`src/rtl/bcd_7seg_scan_driver.sv`:
```
// Multiplexed common-anode 7-segment driver with per-digit blanking and frame-synchronous content update.
// Optional build macro LEADING_ZERO_BLANK_EN suppresses zeros above the most significant nonzero digit.
module bcd_7seg_scan_driver #(
  parameter int unsigned N_DIGITS     = 4,
  parameter int unsigned REFRESH_DIV  = 50000,
  parameter int unsigned BLANK_CYCLES = 16
) (
  input  logic                    clk,
  input  logic                    reset,
  input  logic                    load,
  input  logic [4*N_DIGITS-1:0]   bcd_in,
  output logic                    load_ack,
  output logic [6:0]              seg_n,
  output logic [N_DIGITS-1:0]     digit_en_n,
  output logic                    frame_start
);

  localparam int unsigned T_MAX = (REFRESH_DIV > BLANK_CYCLES) ? REFRESH_DIV : BLANK_CYCLES;
  localparam int unsigned T_W   = (T_MAX > 1) ? $clog2(T_MAX + 1) : 1;
  localparam int unsigned IDX_W = (N_DIGITS > 1) ? $clog2(N_DIGITS) : 1;

  localparam logic [T_W-1:0]   ON_LAST    = T_W'(REFRESH_DIV - 1);
  localparam logic [T_W-1:0]   BLANK_LAST = T_W'((BLANK_CYCLES == 0) ? 0 : BLANK_CYCLES - 1);
  localparam logic [IDX_W-1:0] IDX_LAST   = IDX_W'(N_DIGITS - 1);

  typedef enum logic {
    ST_BLANK = 1'b0,
    ST_ON    = 1'b1
  } state_e;

  state_e                  state_q, state_d;
  logic [T_W-1:0]          timer_q, timer_d;
  logic [IDX_W-1:0]        idx_q, idx_d;
  logic [4*N_DIGITS-1:0]   hold_q;
  logic [4*N_DIGITS-1:0]   frame_q, frame_d;
  logic                    fs_q, fs_d;
  logic                    ack_q;
  logic [6:0]              seg_q, seg_d;
  logic [N_DIGITS-1:0]     en_q, en_d;
  logic [3:0]              nib;
  logic [N_DIGITS-1:0]     lz_blank;

  function automatic logic [6:0] seg_mask(input logic [3:0] d);
    logic [6:0] m;
    case (d)
      4'd0:    m = 7'h3F;
      4'd1:    m = 7'h06;
      4'd2:    m = 7'h5B;
      4'd3:    m = 7'h4F;
      4'd4:    m = 7'h66;
      4'd5:    m = 7'h6D;
      4'd6:    m = 7'h7D;
      4'd7:    m = 7'h07;
      4'd8:    m = 7'h7F;
      4'd9:    m = 7'h6F;
      default: m = 7'h40;
    endcase
    return m;
  endfunction

  // With zero blank cycles the ON state chains straight into the next digit,
  // so the frame latch must also be taken on the ON->ON wrap to digit 0.
  always_comb begin
    state_d = state_q;
    timer_d = timer_q + 1'b1;
    idx_d   = idx_q;
    frame_d = frame_q;
    fs_d    = 1'b0;
    unique case (state_q)
      ST_BLANK: begin
        if (BLANK_CYCLES == 0 || timer_q == BLANK_LAST) begin
          state_d = ST_ON;
          timer_d = '0;
          if (idx_q == '0) begin
            frame_d = hold_q;
            fs_d    = 1'b1;
          end
        end
      end
      ST_ON: begin
        if (timer_q == ON_LAST) begin
          timer_d = '0;
          idx_d   = (idx_q == IDX_LAST) ? '0 : idx_q + 1'b1;
          if (BLANK_CYCLES == 0) begin
            state_d = ST_ON;
            if (idx_d == '0) begin
              frame_d = hold_q;
              fs_d    = 1'b1;
            end
          end else begin
            state_d = ST_BLANK;
          end
        end
      end
    endcase
  end

  always_comb begin
    lz_blank = '0;
`ifdef LEADING_ZERO_BLANK_EN
    begin
      logic        higher_zero;
      int unsigned i;
      higher_zero = 1'b1;
      for (int unsigned k = 0; k < N_DIGITS; k++) begin
        i = N_DIGITS - 1 - k;
        lz_blank[i] = higher_zero && (frame_q[4*i +: 4] == 4'd0) && (i != 0);
        higher_zero = higher_zero && (frame_q[4*i +: 4] == 4'd0);
      end
    end
`endif
  end

  always_comb begin
    nib   = frame_q[4*idx_q +: 4];
    seg_d = 7'h7F;
    en_d  = '1;
    if (state_q == ST_ON) begin
      en_d[idx_q] = 1'b0;
      seg_d       = lz_blank[idx_q] ? 7'h7F : ~seg_mask(nib);
    end
  end

  always_ff @(posedge clk) begin
    if (reset) begin
      state_q <= ST_BLANK;
      timer_q <= '0;
      idx_q   <= '0;
      hold_q  <= '0;
      frame_q <= '0;
      fs_q    <= 1'b0;
      ack_q   <= 1'b0;
      seg_q   <= 7'h7F;
      en_q    <= '1;
    end else begin
      state_q <= state_d;
      timer_q <= timer_d;
      idx_q   <= idx_d;
      frame_q <= frame_d;
      fs_q    <= fs_d;
      ack_q   <= load;
      if (load) hold_q <= bcd_in;
      seg_q   <= seg_d;
      en_q    <= en_d;
    end
  end

  assign load_ack    = ack_q;
  assign seg_n       = seg_q;
  assign digit_en_n  = en_q;
  assign frame_start = fs_q;

endmodule

```
`config.mk`:
```
export PLATFORM = sky130hd
export DESIGN_NAME = bcd_7seg_scan_driver
export DESIGN_NICKNAME = d
export VERILOG_FILES = /design/src/rtl/bcd_7seg_scan_driver.sv
export SDC_FILE = /design/constraint.sdc
export NUM_CORES = 1
export LEC_CHECK = 0
export ABC_AREA = 1
export CORE_ASPECT_RATIO = 0.6
export CORE_MARGIN = 1.5
export CORE_UTILIZATION = 50
export CTS_BUF_LIST = sky130_fd_sc_hd__clkbuf_4 sky130_fd_sc_hd__clkbuf_8
export CTS_CLUSTER_SIZE = 12
export DETAILED_ROUTE_END_ITERATION = 6
export PLACE_DENSITY_LB_ADDON = 0.3
export SLEW_MARGIN = 0
export SYNTH_ARGS = -nofsm -noshare
export SYNTH_HDL_FRONTEND = slang
export SYNTH_SLANG_ARGS = --single-unit
```
`constraint.sdc`:
```
create_clock -name clk -period 2.1 [get_ports clk]
set_clock_uncertainty 0.2 [all_clocks]
set_input_delay 0.21 -clock clk [delete_from_list [all_inputs] [get_ports clk]]
set_output_delay 0.21 -clock clk [all_outputs]
set_load 0.01 [all_outputs]
```
==> results.txt, run 1 <==
Placeable Area: 5520 µm²
CTS sink count: 64
ys flop type: dfxtp_1
RSZ-0062 raised after global routing: no
cell area after layout: 3450 µm²
port bufs: 31
CP Depth: 8
ys async rst share: 0%
HP Class: flop to flop
CP delay by family, top: simple AND/OR/NAND/NOR gates
area grow syn2layout: 21.5%
period utilization: 89.7%
worst IR drop on VDD: 0.431 mV
drt total wl: 5780 µm
Seq/Total Area, Yosys: 45.1%
1st-pass router iterations: 4
element type at the critical path end: flop
worst-path cell chain: inv_1 -> nand3_1 -> nand2_1 -> inv_1 -> ha_1 -> or2_2 -> nand3_1 -> nand2_1
initial core utilization: 51.5%
Critical R2R Launch: idx_q[1]$_SDFFE_PP0P_
Slew Limit Fails: 0
Rows: 21
Die Width: 100 µm
cell area after synthesis: 2840 µm²
P per Cell Area: 737 nW/µm²
Critical Path AT: 1.91 ns
CP Launch Type: flop
CP endpoint: seg_n[5]$_SDFF_PP1_
grt total ovfl: 0
gpl congestion: 0.922
CTS tree: done
Die ar.: 6160 µm²
root buffer cell: clkbuf_8
vias per cell: 4.72
Worst-path clk slew: 0.08 ns
Post-synth EDFFs: 0
Area after DPL: 3220 µm²
clock latency on the worst-skew pair: 0.34 ns
first-pass GRT wire length: 9330 µm
placed cells: 487
pin count of the biggest net entering global routing: 35
Hold Vio Cnt, Final: 0
CP Class: flop to flop
CP bufs+invs: 2
CTS HTree Levels: 3
Synth top area share: 45.1%
syn_nets: 418
total negative setup slack: 0 ns
reg2reg path depth: 8
IO Pins: 32
CP Max Fanout: 8
final worst slack: 0.217 ns
Final Non-Filler Cells: 503
Final setup viols: 0
FF-to-FF setup slack: 0.22 ns
Yosys top cell by area: dfxtp_1
DRC errors left: 0
GRT Total Usage: 20.4%
postcts setup bufs: 0
dominant cells by area after synthesis: dfxtp_1 (45%), nor2_1 (13%), nand2_1 (11%), inv_1 (4.5%), ha_1 (4.4%)
initial antenna violation count: 0
outcome: complete, no violations
Synth Area per Inst: 7.31 µm²
worst hold slack: 0.248 ns
# diodes: 0
Vias: 2376
Worst-Margin Slew: 0.420 ns
die height: 61.4 µm
layout cells sized above 1: 10.6%
MaxCap Viol Count: 0
CP max-delay cell: dfxtp_1
NumNets Final: 458
minimum clock period: 1.88 ns
post-DR wirelength/cell: 11.5 µm
Yosys warning count: 0
peak per-stage delay on the critical path: 0.37 ns
drt initial violations: 119
reg2reg end: seg_n[5]$_SDFF_PP1_
Antenna Violating Nets Remaining: 0
Crit path required time: 2.12 ns
crit path from: idx_q[1]$_SDFFE_PP0P_
vias in the first global route: 2028
Post-DP HPWL: 4100 µm
Post-CTS Hold Buffers: 0
Inserted Clock Buffers: 9
cells after synthesis: 389
Peak Freq: 531 MHz
post-synthesis register bit count: 64
Slew headroom: 71.8%
# resized after CTS: 0
Place WS: 0.132 ns
CTS Buffer Depth: 2
synth unique cells: 30
Pleak: 0.00151 µW
==> worst min-delay path by stage <==
stage | start | to | depth (start not counted)
final | timer_q[0]$_SDFF_PP0_ | timer_q[0]$_SDFF_PP0_ | 1
after CTS | bcd_in[3] | hold_q[3]$_SDFFE_PP0P_ | 3
after global placement | timer_q[0]$_SDFF_PP0_ | timer_q[0]$_SDFF_PP0_ | 1
after global routing | bcd_in[11] | hold_q[11]$_SDFFE_PP0P_ | 3
after floorplan | bcd_in[10] | hold_q[10]$_SDFFE_PP0P_ | 2
after detailed placement | timer_q[0]$_SDFF_PP0_ | timer_q[0]$_SDFF_PP0_ | 1
==> layer usage <==
layer | share of wire [%] | global-route usage (%) | wire length (µm)
met5 | 0 | 0 | 0
met2 | 40 | 28.5 | 2310
met3 | 5.2 | 7.15 | 298
met1 | 54 | 29.6 | 3130
met4 | 0.74 | 6.64 | 43
==> area by class of cell <==
cell class	instances	area [µm²]
Tap cell	69	86.3
Timing Repair Buffer	39	370
Clock buffer	10	138
Fill cell	514	2060
Sequential cell	64	1280
Multi-Input combinational cell	277	1340
Clock inverter	6	92.6
Inverter	38	143
==> synthesized netlist by cell type, types with 4 or more instances <==
master    instances
xor2_1            7
inv_1            34
o21ai_0          19
dfxtp_1          64
nor2_1          102
clkbuf_1          4
nand2_1          86
ha_1             10
a21oi_1           5
nand3_1          19
nand2_2           5
nor2_2            4
==> stage by stage <==
step                      utilization [%]  total power [µW]
after CTS                            62.4              2570
final                                62.6              2540
after global placement               58.3              1380
after detailed placement             58.3              1380
after floorplan                         -              1330
after global routing                 62.6              2630
==> cells in the final DEF, fill, tap and decap left out <==
cell type,instances
a21oi_1,5
a32oi_2,1
buf_4,8
bufinv_16,2
clkbuf_8,10
clkdlybuf4s50_1,31
clkinv_1,1
clkinv_4,2
clkinvlp_4,2
dfxtp_1,63
dfxtp_2,1
ha_1,10
inv_1,34
inv_2,3
nand2_1,86
nand2_2,5
nand3_1,19
nand3_2,1
nand4_1,3
nand4_4,1
nor2_1,102
nor2_2,4
nor2_4,2
nor3_1,1
nor3_2,2
nor3b_1,2
o211ai_1,1
o21ai_0,19
o21ai_1,1
o21bai_1,1
or2_2,2
xnor2_1,2
xor2_1,7
==> power breakdown <==
part	internal (µW)	switching (µW)
Sequential	1240	15.1
Combinational	51.7	50.0
Clock	704	484
==> logic make-up (layout without fill, tap and decap cells) <==
family | count (synthesis) | after routing | synth area share, %
buffers and inverters | 48 | 93 | 7.97
AND/OR/NAND/NOR | 230 | 230 | 34.6
adder cells (fa/ha/maj) | 10 | 10 | 4.40
flip-flops | 64 | 64 | 45.1
AO/OA/AOI/OAI | 28 | 28 | 5.24
XOR/XNOR | 9 | 9 | 2.77
==> state kept, by name, summed over array words and instances, names as in the netlist <==
name,count
hold_q,16
load_ack,1
frame_start,1
frame_q,16
seg_n,7
state_q,1
timer_q,16
idx_q,2
digit_en_n,4
Power figures use the tool's default switching activity.
==> run 2: changes to the inputs <==
Settings changed: CTS_CLUSTER_SIZE 12 to 30.
==> results of run 2 <==
No change in the layout: final DEF, timing and power equal those of run 1.
==> run 3: changes to the inputs <==
Settings changed: SKIP_LAST_GASP set to 1.
==> results of run 3 <==
No change in the layout: final DEF, timing and power equal those of run 1.
